--- config.mk ---
export PLATFORM = sky130hd
export DESIGN_NAME = mealy_seq_detector
export DESIGN_NICKNAME = d
export VERILOG_FILES = /design/src/rtl/mealy_seq_detector.sv
export SDC_FILE = /design/constraint.sdc
export NUM_CORES = 1
export LEC_CHECK = 0
export ABC_AREA = 1
export BUFFER_PORTS_ARGS = -buffer_cell sky130_fd_sc_hd__buf_4
export CORE_MARGIN = 5
export CORE_UTILIZATION = 30
export CTS_CLUSTER_SIZE = 10
export DETAILED_ROUTE_END_ITERATION = 8
export SYNTH_ARGS = -nofsm -noshare
export SYNTH_HDL_FRONTEND = slang
export SYNTH_SLANG_ARGS = --single-unit
--- constraint.sdc ---
create_clock -name clock -period 3.46 [get_ports clock]
set_input_delay 0.865 -clock clock [delete_from_list [all_inputs] [get_ports clock]]
set_output_delay 0.865 -clock clock [all_outputs]
set_load 0.01 [all_outputs]
--- src/rtl/mealy_seq_detector.sv ---
// Serial Mealy detector for a programmable bit pattern, with overlapping matches.
// The next-state table is derived from PATTERN at elaboration using the KMP failure rule.
module mealy_seq_detector #(
  parameter int                 PAT_LEN = 3,
  parameter logic [PAT_LEN-1:0] PATTERN = 3'b101,
  parameter int                 CNT_W   = 8,
  localparam int                SW      = (PAT_LEN > 2) ? $clog2(PAT_LEN) : 1
) (
  input  logic             clock,
  input  logic             ares,
  input  logic             a,
  output logic             w,
  output logic             w_q,
  output logic [SW-1:0]    state,
  output logic [CNT_W-1:0] match_cnt
);

  // Three bits cover the largest legal pattern (8 bits -> S0..S7), so every
  // encoding is a named state; the port exposes only the SW bits in use.
  typedef enum logic [2:0] {
    S0 = 3'd0, S1 = 3'd1, S2 = 3'd2, S3 = 3'd3,
    S4 = 3'd4, S5 = 3'd5, S6 = 3'd6, S7 = 3'd7
  } state_t;

  // Indexed by {k, a}; entries for k >= PAT_LEN are unreachable and fall back to S0.
  typedef logic [15:0][2:0] tbl_t;

  function automatic tbl_t build_tbl();
    tbl_t t;
    int   nk;
    int   idx;
    logic ok;
    logic sb;
    t = '0;
    for (int k = 0; k < PAT_LEN; k++) begin
      for (int b = 0; b < 2; b++) begin
        // s = first k pattern bits followed by b; keep the longest proper
        // pattern prefix that is also a suffix of s.
        nk = 0;
        for (int l = 1; l < PAT_LEN; l++) begin
          if (l <= k + 1) begin
            ok = 1'b1;
            for (int j = 0; j < l; j++) begin
              idx = k + 1 - l + j;
              sb  = (idx == k) ? ((b == 1) ? 1'b1 : 1'b0) : PATTERN[PAT_LEN-1-idx];
              if (sb != PATTERN[PAT_LEN-1-j]) ok = 1'b0;
            end
            if (ok) nk = l;
          end
        end
        t[k*2+b] = 3'(nk);
      end
    end
    return t;
  endfunction

  localparam tbl_t   NEXT_TBL = build_tbl();
  localparam state_t S_LAST   = state_t'(3'(PAT_LEN - 1));

  state_t state_q;
  state_t next_state;

  always_ff @(posedge clock or posedge ares) begin
    if (ares) begin
      state_q <= S0;
    end else begin
      state_q <= next_state;
    end
  end

  always_comb begin
    next_state = state_t'(NEXT_TBL[{state_q, a}]);
    w          = 1'b0;
    if (!ares && (state_q == S_LAST) && (a == PATTERN[0])) begin
      w = 1'b1;
    end
  end

  // Registered flag copy and saturating match counter.
  always_ff @(posedge clock or posedge ares) begin
    if (ares) begin
      w_q       <= 1'b0;
      match_cnt <= '0;
    end else begin
      w_q <= w;
      if (w && (match_cnt != {CNT_W{1'b1}})) begin
        match_cnt <= match_cnt + 1'b1;
      end
    end
  end

  assign state = state_q[SW-1:0];

endmodule

==> impl_metrics.toml <==
[floorplan]
core_area_um2 = 1960
die_h_um = 55.4
die_w_um = 55.4
die-area_um2 = 3070
initial_core_util_pct = 31.5
fp-row-count = 16
ios = 15

[worst_setup_path]
crit_chain = "buf_4, inv_2, nand2_1, nor2_4, buf_4"
rr_endpoint = "match_cnt[2]"
cp-end-kind = "output pin"
critPathLaunchType = "input pin"
slowest_delay_ns = 0.29
cp.required_ns = 2.59
critPathMaxFanout = 13
arrival_ns = 1.80
ff2ff_setup_slack_ns = 2.14
cpMostUsedCell = "buf_4"
reg2reg_depth = 7
slowest_stage = "nor2_4"
r2r-start = "match_cnt[0]"
crit_type = "in -> out"

[pwr]
power_switching_mw = 0.0883
peakVddDrop_mv = 0.205
clkPwrFrac_pct = 28.3
total_power_mw = 0.303
cell_internal_pwr_mw = 0.215
netSwitchingFraction_pct = 29.1
p_seq_share_pct = 51.5
powerDensity_nw_per_um2 = 392
leakagePower_nw = 0.394
combPwrFrac_pct = 20.2

[detailed_routing]
routed_wl_mm = 1.29
route.detailed.vias_per_inst = 4.40
drtPass1Iterations = 2
routed.top_layer = "met4"
wl_met1_um = 569
num_vias = 533
dr_wl_met3_um = 54
wire_per_inst_um = 10.7
drt_first_iter_violations = 7
drc = 0
ant_nets = 0
route.met2.wl_um = 638

[synth]
yosysSeqAreaShare_pct = 44.5
synth_area_um2 = 618
ys_ff_latch = 11
synth-compound-area-share_pct = 3.44
yosys.cell_types.count = 18
synthAdderAreaFrac_pct = 2.02
synthMuxAreaShare_pct = 0
synthCells = 77
synth_simple_gate_area_share_pct = 40.1
synth_warnings = 0
synth_xor_area_share_pct = 1.42
syn_avg_cell_area_um2 = 8.03
syn-num-nets = 81
synth_top_family_by_area = "simple AND/OR/NAND/NOR gates"

[cells_and_area]
area_growth_pct = 24.9
final_cell_mix = "nand2_1 (23), buf_4 (14), dfrtp_1 (11), inv_1 (9), nand3_1 (9)"
final_common_cell = "nand2_1"
drive_gt1_share_pct = 28.7
final_util_pct = 39.3
antenna_cells = 0
nets = 99
fin_area_um2 = 772

[hold_path]
hold_end = "state_q[1]"
hp-start = "state_q[1]"
hold_depth = 1
hold_class = "reg -> reg"

[timing]
fmax_ghz = 0.376
setup-tns-final_ns = 0
setup_viol = 0
worst_slew_pin_slew_ns = 0.342
finClkSkew_ns = 0.00851
slew_viol_final = 0
relSlewSlack_pct = 77.2
finalHoldViolCount = 0
grt_setup_unrepaired = "false"
period_minus_slack_ns = 2.66
finalCritPeriodShare_pct = 76.9

[global_route]
grt_pass1_vias = 488
grt_max_degree = 14
overflow = 0
grtUsageTotal_pct = 9.09
antenna_found_initial = 0
grt_pass1_wl_mm = 2.24

[placed_design]
portBuffers = 14
gp_congestion = 0.735
placed_area_um2 = 746
place_hpwl_mm = 1.02

[status]
status = "completed"

[clocking]
clock_latency_ns = 0.27
root_buffer = "clkbuf_4"
postCtsHoldBufs = 0
clkTransAtPathRegs_ns = 0.07
clock_sinks = 11
cts_setup_buffers = 0
clockBufferDepth = 2
cts_max_level = 1
cts_tree = "done"
cts_resized = 0
cts_buffers = 3

[flow_run]
max-cap-violations = 0
==> power by group through the flow <==
| stage | Sequential [mW] | Clock (mW) | Combinational, mW |
|---|---|---|---|
| finish | 0.156 | 0.0856 | 0.0612 |
| global route | 0.158 | 0.0953 | 0.0692 |
| CTS | 0.156 | 0.0867 | 0.0631 |
| detailed placement | 0.158 | 0 | 0.0628 |
| global placement | 0.158 | 0 | 0.0615 |
| floorplan | 0.161 | 0 | 0.0302 |
==> worst max-delay path: cells and delay by family <==
family | cells | cell delay, ns
buffers and inverters | 3 | 0.49
AND/OR/NAND/NOR | 2 | 0.42
==> per-layer routing <==
layer	GRT usage [%]	vias up
met5	0	-
met4	4.17	0
met3	2.80	2
met2	15.5	10
met1	10.2	247
li1	-	274
==> state kept, by name, summed over array words and instances (netlist names) <==
register,count
match_cnt,8
state_q,2
w_q,1
==> worst max path at each step <==
stage / to / cells after the start / from / slack, ns
detailed placement: w / 5 / ares / 0.78
global route: w / 5 / ares / 0.71
floorplan: w / 4 / ares / 1.18
finish: w / 5 / ares / 0.80
CTS: w / 5 / ares / 0.78
global placement: w / 5 / ares / 0.82
==> final cells by class <==
class	count	area, um2
sequential	11	275
tap	27	33.8
clock buffer	4	26.3
timing repair buffer	14	105
fill	216	1190
multi-input combinational	54	290
inverter	11	41.3
==> through the flow <==
| stage | hold WS, ns | std cells | setup WS, ns |
|---|---|---|---|
| after floorplan | 0.528 | 77 | 1.18 |
| after global placement | 0.489 | 117 | 0.816 |
| after detailed placement | 0.504 | 117 | 0.780 |
| after CTS | 0.516 | 121 | 0.780 |
| after global routing | 0.534 | 121 | 0.715 |
| final | 0.512 | 121 | 0.798 |
==> logic make-up after synthesis <==
group	after synthesis
fa+ha+maj	1
flops	11
xor+xnor	1
compound gates	3
buf+inv	12
simple gates	49
==> Yosys cell counts, drive strengths merged <==
master | number | area [um2]
a21boi | 1 | 7.51
a21oi | 1 | 5.00
buf | 1 | 11.3
dfrtp | 11 | 275
ha | 1 | 12.5
inv | 11 | 41.3
nand2 | 27 | 121
nand3 | 9 | 45.0
nand3b | 1 | 7.51
nand4 | 2 | 12.5
nor2 | 9 | 56.3
nor3 | 1 | 5.00
o21ai | 1 | 8.76
xnor2 | 1 | 8.76
No activity file was read; power rests on OpenSTA's default activity.
